File: config.mk
export PLATFORM = sky130hd
export DESIGN_NAME = task_graph_streamer
export DESIGN_NICKNAME = d
export VERILOG_FILES = /design/src/rtl/task_map_pkg.sv /design/src/rtl/task_graph_store.sv /design/src/rtl/task_graph_streamer.sv
export SDC_FILE = /design/constraint.sdc
export NUM_CORES = 1
export LEC_CHECK = 0
export CAP_MARGIN = 20
export CORE_UTILIZATION = 55
export CTS_CLUSTER_SIZE = 16
export DETAILED_ROUTE_END_ITERATION = 7
export PLACE_DENSITY = 0.85
export SLEW_MARGIN = 25
export SYNTH_ARGS = -nofsm -noshare
export SYNTH_HDL_FRONTEND = slang
export SYNTH_SLANG_ARGS = --single-unit
File: constraint.sdc
create_clock -name clk -period 18.1 [get_ports clk]
set_clock_uncertainty 0.05 [all_clocks]
set_input_delay 2.715 -clock clk [delete_from_list [all_inputs] [get_ports clk]]
set_output_delay 2.715 -clock clk [all_outputs]
set_load 0.005 [all_outputs]
File: src/rtl/task_map_pkg.sv
// Shared definitions for the task-graph streamer slice.
// Contents:
//   NUM_V_DEF / DATA_W_DEF : default graph size and edge-weight width
//   edge_w_t               : one edge weight at the default width
//   stream_state_t         : streamer FSM state encoding
package task_map_pkg;

  localparam int NUM_V_DEF  = 4;
  localparam int DATA_W_DEF = 32;

  typedef logic [DATA_W_DEF-1:0] edge_w_t;

  typedef enum logic [2:0] {
    ST_IDLE   = 3'd0,
    ST_ELEM0  = 3'd1,
    ST_ELEM1  = 3'd2,
    ST_POST   = 3'd3,
    ST_APPEND = 3'd4,
    ST_TAIL   = 3'd5
  } stream_state_t;

endpackage

File: src/rtl/task_graph_store.sv
// NUM_V x NUM_V adjacency-matrix register array.
// Ports:
//   clk, rst         : clock, asynchronous active-high reset (clears all entries)
//   wr_en            : write strobe (already qualified by the caller)
//   wr_row, wr_col   : write address
//   wr_data          : edge weight to store
//   rd_row, rd_col   : asynchronous read address
//   rd_data          : M[rd_row][rd_col]
module task_graph_store
  import task_map_pkg::*;
#(
  parameter int NUM_V  = NUM_V_DEF,
  parameter int DATA_W = DATA_W_DEF,
  parameter int IDX_W  = $clog2(NUM_V)
) (
  input  logic              clk,
  input  logic              rst,
  input  logic              wr_en,
  input  logic [IDX_W-1:0]  wr_row,
  input  logic [IDX_W-1:0]  wr_col,
  input  logic [DATA_W-1:0] wr_data,
  input  logic [IDX_W-1:0]  rd_row,
  input  logic [IDX_W-1:0]  rd_col,
  output logic [DATA_W-1:0] rd_data
);

  logic [DATA_W-1:0] mem_r [NUM_V][NUM_V];

  // Matrix storage: cleared on reset, one entry written per strobe.
  always_ff @(posedge clk or posedge rst) begin
    if (rst) begin
      for (int r = 0; r < NUM_V; r++) begin
        for (int c = 0; c < NUM_V; c++) begin
          mem_r[r][c] <= {DATA_W{1'b0}};
        end
      end
    end else if (wr_en) begin
      mem_r[wr_row][wr_col] <= wr_data;
    end
  end

  assign rd_data = mem_r[rd_row][rd_col];

endmodule

File: src/rtl/task_graph_streamer.sv
// Transmitter end of the task-mapper input stream. Holds one task-graph
// adjacency matrix and replays it row-major num_apps times.
// Optional feature macro: SKIP_ZERO_EN -- zero entries take one cycle
// instead of two.
// Ports:
//   clk, rst           : clock, asynchronous active-high reset
//   wr_en/row/col/data : matrix load port, ignored while busy
//   start, num_apps    : launch pulse and replay count (sampled on start)
//   busy, done         : streaming in progress / one-cycle completion pulse
//   task_array, row, col, root_task, app_end : mapper stream interface
module task_graph_streamer
  import task_map_pkg::*;
#(
  parameter int NUM_V     = NUM_V_DEF,
  parameter int DATA_W    = DATA_W_DEF,
  parameter int APP_CNT_W = 8
) (
  input  logic                     clk,
  input  logic                     rst,
  input  logic                     wr_en,
  input  logic [$clog2(NUM_V)-1:0] wr_row,
  input  logic [$clog2(NUM_V)-1:0] wr_col,
  input  logic [DATA_W-1:0]        wr_data,
  input  logic                     start,
  input  logic [APP_CNT_W-1:0]     num_apps,
  output logic                     busy,
  output logic                     done,
  output logic [DATA_W-1:0]        task_array,
  output logic [$clog2(NUM_V)-1:0] row,
  output logic [$clog2(NUM_V)-1:0] col,
  output logic                     root_task,
  output logic                     app_end
);

  localparam int IDX_W = $clog2(NUM_V);
  localparam logic [IDX_W-1:0]     IDX_LAST = IDX_W'(NUM_V - 1);
  localparam logic [IDX_W-1:0]     IDX_ZERO = {IDX_W{1'b0}};
  localparam logic [IDX_W-1:0]     IDX_ONE  = IDX_W'(1'b1);
  localparam logic [APP_CNT_W-1:0] CNT_ZERO = {APP_CNT_W{1'b0}};
  localparam logic [APP_CNT_W-1:0] CNT_ONE  = APP_CNT_W'(1'b1);
  localparam logic [DATA_W-1:0]    DATA_ZERO = {DATA_W{1'b0}};

  stream_state_t          state_r;
  logic [APP_CNT_W-1:0]   app_cnt_r;
  logic [IDX_W-1:0]       row_r, col_r;
  logic [DATA_W-1:0]      task_array_r;
  logic                   busy_r, done_r, root_task_r, app_end_r, root_seen_r;

  logic                   wr_acc_s;
  logic [IDX_W-1:0]       nxt_row_s, nxt_col_s;
  logic [DATA_W-1:0]      rd_data_s, entry_s;
  logic                   entry_nz_s, first_entry_s, root_nxt_s, seen_nxt_s;
  logic                   last_entry_s, advance_s, load_s;

  assign wr_acc_s = wr_en & ~busy_r;

  task_graph_store #(
    .NUM_V  (NUM_V),
    .DATA_W (DATA_W),
    .IDX_W  (IDX_W)
  ) u_store (
    .clk     (clk),
    .rst     (rst),
    .wr_en   (wr_acc_s),
    .wr_row  (wr_row),
    .wr_col  (wr_col),
    .wr_data (wr_data),
    .rd_row  (nxt_row_s),
    .rd_col  (nxt_col_s),
    .rd_data (rd_data_s)
  );

  // Address of the entry that would be presented next; (0,0) outside the matrix walk.
  always_comb begin
    nxt_row_s = IDX_ZERO;
    nxt_col_s = IDX_ZERO;
    if ((state_r == ST_ELEM0) || (state_r == ST_ELEM1)) begin
      if (col_r == IDX_LAST) begin
        nxt_row_s = row_r + IDX_ONE;
        nxt_col_s = IDX_ZERO;
      end else begin
        nxt_row_s = row_r;
        nxt_col_s = col_r + IDX_ONE;
      end
    end else begin
      nxt_row_s = IDX_ZERO;
      nxt_col_s = IDX_ZERO;
    end
  end

  // Next entry value and root tracking. A write landing on the same edge as
  // start is forwarded so the stream sees the updated matrix.
  always_comb begin
    entry_s = rd_data_s;
    if (wr_acc_s && (wr_row == nxt_row_s) && (wr_col == nxt_col_s)) begin
      entry_s = wr_data;
    end else begin
      entry_s = rd_data_s;
    end
    entry_nz_s    = (entry_s != DATA_ZERO);
    first_entry_s = (nxt_row_s == IDX_ZERO) && (nxt_col_s == IDX_ZERO);
    // Entry (0,0) opens a new application, so the root flag restarts there.
    root_nxt_s    = entry_nz_s & (first_entry_s | ~root_seen_r);
    seen_nxt_s    = first_entry_s ? entry_nz_s : (root_seen_r | entry_nz_s);
    last_entry_s  = (row_r == IDX_LAST) && (col_r == IDX_LAST);
  end

  // Decide whether the current entry is finished this cycle.
  always_comb begin
`ifdef SKIP_ZERO_EN
    advance_s = (state_r == ST_ELEM1) ||
                ((state_r == ST_ELEM0) && (task_array_r == DATA_ZERO));
`else
    advance_s = (state_r == ST_ELEM1);
`endif
  end

  // Cycles in which a fresh matrix entry is latched onto the outputs.
  always_comb begin
    load_s = 1'b0;
    case (state_r)
      ST_IDLE:  load_s = start && (num_apps != CNT_ZERO);
      ST_ELEM0,
      ST_ELEM1: load_s = advance_s && !last_entry_s;
      ST_TAIL:  load_s = (app_cnt_r != CNT_ZERO);
      default:  load_s = 1'b0;
    endcase
  end

  // Streamer FSM with registered stream outputs.
  always_ff @(posedge clk or posedge rst) begin
    if (rst) begin
      state_r      <= ST_IDLE;
      app_cnt_r    <= CNT_ZERO;
      row_r        <= IDX_ZERO;
      col_r        <= IDX_ZERO;
      task_array_r <= DATA_ZERO;
      busy_r       <= 1'b0;
      done_r       <= 1'b0;
      root_task_r  <= 1'b0;
      app_end_r    <= 1'b0;
      root_seen_r  <= 1'b0;
    end else begin
      done_r    <= 1'b0;
      app_end_r <= 1'b0;
      case (state_r)
        ST_IDLE: begin
          if (start && (num_apps != CNT_ZERO)) begin
            state_r   <= ST_ELEM0;
            busy_r    <= 1'b1;
            app_cnt_r <= num_apps;
          end else if (start) begin
            done_r <= 1'b1;
          end
        end
        ST_ELEM0, ST_ELEM1: begin
          if (!advance_s) begin
            state_r <= ST_ELEM1;
          end else if (last_entry_s) begin
            state_r      <= ST_POST;
            task_array_r <= DATA_ZERO;
            root_task_r  <= 1'b0;
          end else begin
            state_r <= ST_ELEM0;
          end
        end
        ST_POST: begin
          state_r   <= ST_APPEND;
          app_end_r <= 1'b1;
        end
        ST_APPEND: begin
          // The counter drops on entry to TAIL so the final TAIL cycle can
          // already show done and a released busy.
          state_r   <= ST_TAIL;
          app_cnt_r <= app_cnt_r - CNT_ONE;
          if (app_cnt_r == CNT_ONE) begin
            done_r <= 1'b1;
            busy_r <= 1'b0;
          end
        end
        ST_TAIL: begin
          if (app_cnt_r != CNT_ZERO) begin
            state_r <= ST_ELEM0;
          end else begin
            state_r <= ST_IDLE;
          end
        end
        default: begin
          state_r <= ST_IDLE;
          busy_r  <= 1'b0;
        end
      endcase
      if (load_s) begin
        row_r        <= nxt_row_s;
        col_r        <= nxt_col_s;
        task_array_r <= entry_s;
        root_task_r  <= root_nxt_s;
        root_seen_r  <= seen_nxt_s;
      end
    end
  end

  assign busy       = busy_r;
  assign done       = done_r;
  assign task_array = task_array_r;
  assign row        = row_r;
  assign col        = col_r;
  assign root_task  = root_task_r;
  assign app_end    = app_end_r;

endmodule
==> results.py <==
metrics = {
    "outcome": {
        "outcome": "finished, violations left",
        "violations": "design-rule violations",
    },
    "synthesis": {
        "syn_avg_cell_area_um2": 11.9,
        "async_reset_ff_share_pct": 100,
        "netlist_area_um2": 26100,
        "yosysSeqAreaShare_pct": 54.0,
        "synth_cells": 2192,
        "synth_enable_flop_cells": 0,
        "yosys_warnings": 0,
        "syn_nets": 2244,
        "synth.distinct_cells": 60,
        "synth_ff_type": "dfrtp_1",
        "yosys_register_bits": 564,
    },
    "timing": {
        "post-route-period-util_pct": 31.8,
        "setup_ws_ns": 12.34,
        "setup_viol_count_final": 0,
        "period_needed_ns": 5.76,
        "finalMaxSlewViolations": 0,
        "fmax_mhz": 174,
        "tns_ns": 0,
        "tightestPinTransition_ns": 1.16,
        "rsz0062_at_grt": "false",
        "max_slew_margin_pct": 22.5,
        "hold_viol_final": 0,
    },
    "clock_network": {
        "cts_tree": "built",
        "cts_setup_buffers": 0,
        "ctsHoldBuffers": 0,
        "postCtsResizedCells": 0,
        "root_buffer": "clkbuf_16",
        "cts_buffers": 57,
        "clock_latency_ns": 0.63,
        "h-tree-depth": 2,
        "clock_path_buffers": 3,
        "cts.sink_count": 564,
        "clk_pin_slew_ns": 0.07,
    },
    "global_routing": {
        "met3_usage_pct": 8.96,
        "use_met1_pct": 42.7,
        "grt_pass1_wl_mm": 119,
        "grt.overflow.total": 0,
        "grt_usage_pct": 32.9,
        "met2_usage_pct": 50.1,
        "antenna_found_initial": 2,
        "grt_busiest_layer": "met2",
        "first_global_vias": 20100,
        "grt_max_degree": 192,
    },
    "job": {
        "cap_violations": 0,
    },
    "cells_and_area": {
        "nets": 2261,
        "syn_to_final_growth_pct": 12.9,
        "finish.utilization_pct": 63.2,
        "finalNonFillerCells": 2857,
        "final_area_um2": 29500,
        "drive_gt1_share_pct": 32.6,
    },
    "placed_design": {
        "place_area_um2": 27600,
        "place_congestion": 0.880,
        "port_buffers": 87,
        "hpwl_mm": 44.2,
        "pre_cts_slack_ns": 11.83,
        "dp.cells": 2756,
    },
    "critical_path": {
        "cp_slowest_cell": "or4_1",
        "path_buf_inv": 2,
        "cp.required_ns": 18.54,
        "arrival_ns": 6.20,
        "critical_path.startpoint_type": "input port",
        "crit_path_cell_trace": "clkdlybuf4s50_1 > or3_1 > o2111ai_1 > or3_2 > buf_4 > o21ai_0 > o32a_1 > or4_1 > nor4_1 > a21oi_1",
        "criticalPathCategory": "input port to flip-flop",
        "cp_slowest_stage_delay_ns": 0.68,
        "critPathCaptureType": "flip-flop",
        "cpLargestDelayFamily": "simple AND/OR/NAND/NOR gates",
        "worst-path-max-fanout": 59,
        "startpoint": "wr_col[0]",
        "reg2reg_from": "state_r[2]",
    },
    "routing": {
        "detail-route-antenna-nets": 0,
        "avgRoutedWirePerCell_um": 27.3,
        "wirelength_mm": 77.9,
        "drc": 12,
        "drt-initial-drc-count": 2411,
        "viasPerCell": 6.83,
        "dr.pass1.iters": 8,
        "vias": 19500,
    },
    "power": {
        "p_per_area_nw_per_um2": 180,
        "vdd_drop_max_v": 0.000115,
        "power.leakage_uw": 0.0130,
    },
    "min_path": {
        "hold_class": "flip-flop to flip-flop",
        "hp-start": "u_store.mem_r[172]",
    },
    "floorplan": {
        "coreArea_um2": 46700,
        "dieArea_um2": 48400,
        "rows": 79,
        "die_h_um": 220,
        "initial_utilization_pct": 56.0,
        "io_pins": 88,
        "die_width_um": 220,
    },
}
-- where the power goes --
| part | internal (µW) | total (µW) | switching [µW] |
|---|---|---|---|
| clock | 681 | 1190 | 505 |
| sequential | 1800 | 2140 | 339 |
| combinational | 871 | 2000 | 1130 |
-- metal layers --
layer,vias up,wire (µm)
met5,-,12
met4,2,4180
met3,306,8970
met2,1330,35300
met1,9916,29500
li1,7967,-
-- cell usage after synthesis (all sizes together), types with 16 or more instances --
| master | number | area, µm² |
|---|---|---|
| dfrtp | 564 | 14100 |
| mux2 | 544 | 6130 |
| nand2 | 300 | 1130 |
| clkbuf | 112 | 420 |
| a21oi | 80 | 400 |
| o21ai | 80 | 400 |
| buf | 74 | 314 |
| nor2 | 41 | 154 |
| nand3 | 39 | 200 |
| mux2i | 30 | 300 |
| a31oi | 29 | 181 |
| nor3 | 24 | 120 |
| o22ai | 20 | 125 |
| a221oi | 19 | 166 |
| a221o | 17 | 170 |
| a211oi | 16 | 120 |
| a32oi | 16 | 140 |
-- final cells by class --
class,instances,area [µm²]
Antenna cell,1,2.50
Inverter,10,41.3
Timing Repair Buffer,144,1360
Multi-Input combinational cell,1432,11400
Clock inverter,12,174
Tap cell,607,759
Fill cell,3342,17200
Sequential cell,564,14100
Clock buffer,87,1680
-- state kept, by name, indices dropped and copies added (netlist names) --
signal         count
row                2
state_r            3
task_array        32
root_task          1
app_end            1
root_seen_r        1
col                2
busy               1
app_cnt_r          8
u_store.mem_r    512
done               1
-- final timing paths --
path	slack, ns	cells after the start	endpoint
max	12.34	10	root_seen_r
min	0.45	1	u_store.mem_r[172]
max reg2reg	12.85	11	root_seen_r
min reg2reg	0.45	1	u_store.mem_r[172]
max in group asynchronous	13.49	5	u_store.mem_r[289]
min in group asynchronous	2.48	3	state_r[1]
-- per-stage QoR --
step                      total power, µW  hold slack (ns)
after floorplan                      3330            0.421
after global placement               3920            0.428
after detailed placement             4050            0.435
after CTS                            5250            0.448
after global routing                 5530            0.463
final                                5320            0.452
-- placed cells by master, fill, tap and decap left out, drive strengths merged, types with 5 or more instances in the layout --
| cell | Yosys | layout |
|---|---|---|
| a211oi | 16 | 16 |
| a21oi | 80 | 80 |
| a221o | 17 | 17 |
| a221oi | 19 | 19 |
| a22o | 13 | 13 |
| a22oi | 13 | 13 |
| a31o | 12 | 12 |
| a31oi | 29 | 29 |
| a32o | 9 | 9 |
| a32oi | 16 | 16 |
| and2 | 10 | 10 |
| and3 | 7 | 7 |
| and4 | 5 | 5 |
| buf | 74 | 57 |
| clkbuf | 112 | 87 |
| clkdlybuf4s50 | 0 | 87 |
| clkinv | 0 | 6 |
| dfrtp | 564 | 564 |
| inv | 10 | 11 |
| mux2 | 544 | 544 |
| mux2i | 30 | 30 |
| mux4 | 5 | 5 |
| nand2 | 300 | 300 |
| nand3 | 39 | 39 |
| nand4 | 9 | 9 |
| nor2 | 41 | 41 |
| nor2b | 5 | 5 |
| nor3 | 24 | 24 |
| nor4 | 6 | 6 |
| o211ai | 10 | 10 |
| o21ai | 80 | 80 |
| o221ai | 6 | 6 |
| o22a | 5 | 5 |
| o22ai | 20 | 20 |
| o32ai | 5 | 5 |
| or3 | 5 | 5 |
-- kinds of logic after synthesis --
| family | share of synthesized area [%] |
|---|---|
| buffers and inverters | 2.95 |
| adders and majority gates | 0.192 |
| and+or+nand+nor | 7.68 |
| DFF | 54.0 |
| xor gates and xnor gates | 0.263 |
| muxes | 25.0 |
| AOI/OAI and AO/OA | 9.87 |
(Power assumes the default switching activity.)
==> RTL change (config.mk and constraints unchanged) <==
Encoding of `stream_state_t`: now Gray code (3 bits for 6 states).
--- a/src/rtl/task_map_pkg.sv
+++ b/src/rtl/task_map_pkg.sv
@@ -11,12 +11,12 @@
   typedef logic [DATA_W_DEF-1:0] edge_w_t;
 
   typedef enum logic [2:0] {
-    ST_IDLE   = 3'd0,
-    ST_ELEM0  = 3'd1,
-    ST_ELEM1  = 3'd2,
-    ST_POST   = 3'd3,
-    ST_APPEND = 3'd4,
-    ST_TAIL   = 3'd5
+    ST_IDLE   = 3'b000,
+    ST_ELEM0  = 3'b001,
+    ST_ELEM1  = 3'b011,
+    ST_POST   = 3'b010,
+    ST_APPEND = 3'b110,
+    ST_TAIL   = 3'b111
   } stream_state_t;
 
 endpackage
Function: same outputs for any inputs over 4 cycles, from zero or initial values and one cycle with rst high; so few cycles prove little.
==> RTL change against the original RTL <==
The run still ends with DRC left. Largest cell class unchanged. Hold slack worse by 0.026 ns. First-iteration DRC count is 4.8% lower. Highest routed layer is now met4. Setup slack worse by 0.18 ns. Sequential cell count stayed put. Area after synthesis is 0.68% higher. Wire length is 0.31% higher. Final area hardly changed.
Power is not compared: it rests on default switching activity, and its combinational part moved more than twofold at a synthesized area within 25%.
==> RTL change: results (changes against the original RTL) <==
top post-synthesis cells by count: dfrtp_1, mux2_2, nand2_1, clkbuf_1 (unchanged)
CP arrival: 6.36 ns (was 6.20 ns)
DR vias: 19200 (was 19500)
xor-xnor portion of the synthesized cell area: 0.00190 (was 0.00263)
Async S/R FF share, synth: 1.00 (unchanged)
post-synthesis mux area share: 0.263 (was 0.250)
Peak VDD IR: 70.6 uV
status: complete, but fails checks (unchanged)
# Post-CTS Setup Buffers: 0 (unchanged)
met2 GRT Util: 0.510 (was 0.501)
Synth Area in Compound Gates: 0.0751 (was 0.0987)
drc violations: 7 (was 12)
M1 GR Usage: 0.417 (was 0.427)
DR WL/cell: 27.5 um (was 27.3 um)
CP max FO: 56 (was 59)
met3 usage: 0.0737 (was 0.0896)
fillcell total: 3334 (was 3342)
fraction of layout cells with a size suffix above 1: 0.326 (about the same)
dpl cell area: 0.0276 mm2 (about the same)
pin count of the biggest net entering global routing: 195 (was 192)
distinct cell type count after synthesis: 78 (was 60)
violated checks: DRC (unchanged)
dominant cells by area after synthesis: dfrtp_1, mux2_2, nand2_1 (unchanged)
Final TNS setup: 0 ns (unchanged)
overall routing resource usage: 0.328 (was 0.329)
gpl congestion: 0.914 (was 0.880)
Final #Nets: 2245 (was 2261)
DR iter-0 viols: 2295 (was 2411)
TritonCTS Buffers: 56 (was 57)
slowest stage delay, CP: 0.91 ns (was 0.68 ns)
Crit-path slowest cell: ha_1 (was or4_1)
number of synthesized flops with an enable pin: 0 (unchanged)
Slew @ Worst Pin: 1.01 ns (was 1.16 ns)
cts repair resizes: 0 (unchanged)
Port Buffers: 87 (unchanged)
Largest Register: u_store.mem_r (unchanged)
root cell of the clock tree: clkbuf_16 (unchanged)
post-synthesis sequential area ratio: 0.537 (was 0.540)
HPWL after DPL: 45.0 mm (was 44.2 mm)
Synth Area in Adders: 0.00238 (was 0.00192)
first-pass GRT wire length: 119 mm (about the same)
setup slack, reg-to-reg: 12.16 ns (was 12.85 ns)
number of global-route vias before repair: 20000 (was 20100)
clk slew on worst S/H paths: 0.06 ns
RTL change: where the power goes:
part / internal, uW / switching, uW / total (uW)
clock: 664 / 496 / 1160
combinational: 320 / 231 / 551
sequential: 1540 / 170 / 1710
total: 2530 / 897 / 3420
RTL change: cell type report:
class                      instances  area (um2)  share of cell area
clock buffer                      88        1680              0.0570
sequential                       564       14100               0.478
inverter                           6        26.3            0.000890
clock inverter                    13         131             0.00445
multi-input combinational       1421       11400               0.387
tap                              607         759              0.0257
timing repair buffer             143        1360              0.0462
antenna                            1        2.50           0.0000848
RTL change: path summary, 6_finish.rpt:
path,cells after the start,start,end
setup reg to reg,12,col[0],root_seen_r
max in group asynchronous,4,rst,u_store.mem_r[174]
min in group asynchronous,2,rst,app_cnt_r[5]
hold / removal,2,u_store.mem_r[209],u_store.mem_r[209]
setup / recovery,12,col[0],root_seen_r
hold reg to reg,2,u_store.mem_r[209],u_store.mem_r[209]
RTL change: kinds of logic after synthesis:
logic type / Yosys count
xor gates and xnor gates: 4
muxes: 593
and+or+nand+nor: 520
adders and majority gates: 5
DFF: 564
AOI/OAI and AO/OA: 299
buffers and inverters: 189
RTL change: through the flow:
step | hold WS (ns) | total power (uW) | setup WS (ns) | utilization | std cells
after global placement | 0.409 | 2200 | 11.97 | 0.590 | 2739
after detailed placement | 0.415 | 2260 | 11.87 | 0.590 | 2739
after global routing | 0.443 | 3550 | 11.99 | 0.630 | 2843
final | 0.426 | 3420 | 12.16 | 0.630 | 2843
after CTS | 0.428 | 3410 | 12.48 | 0.629 | 2840
after floorplan | 0.394 | 2060 | 7.66 | - | 2174
RTL change: layer usage:
| layer | vias to the layer above | share of wire |
|---|---|---|
| met5 | - | 0 |
| met3 | 358 | 0.10 |
| li1 | 7856 | - |
| met4 | 0 | 0.065 |
| met2 | 1243 | 0.46 |
| met1 | 9759 | 0.37 |
RTL change: worst max-delay path: cells and delay by family (launching register included):
| kind | cells | cell delay, ns |
|---|---|---|
| AOI/OAI and AO/OA | 4 | 0.97 |
| xor gates and xnor gates | 1 | 0.44 |
| adders and majority gates | 1 | 0.91 |
| buffers and inverters | 1 | 0.79 |
| DFF | 1 | 0.63 |
| and+or+nand+nor | 5 | 1.97 |
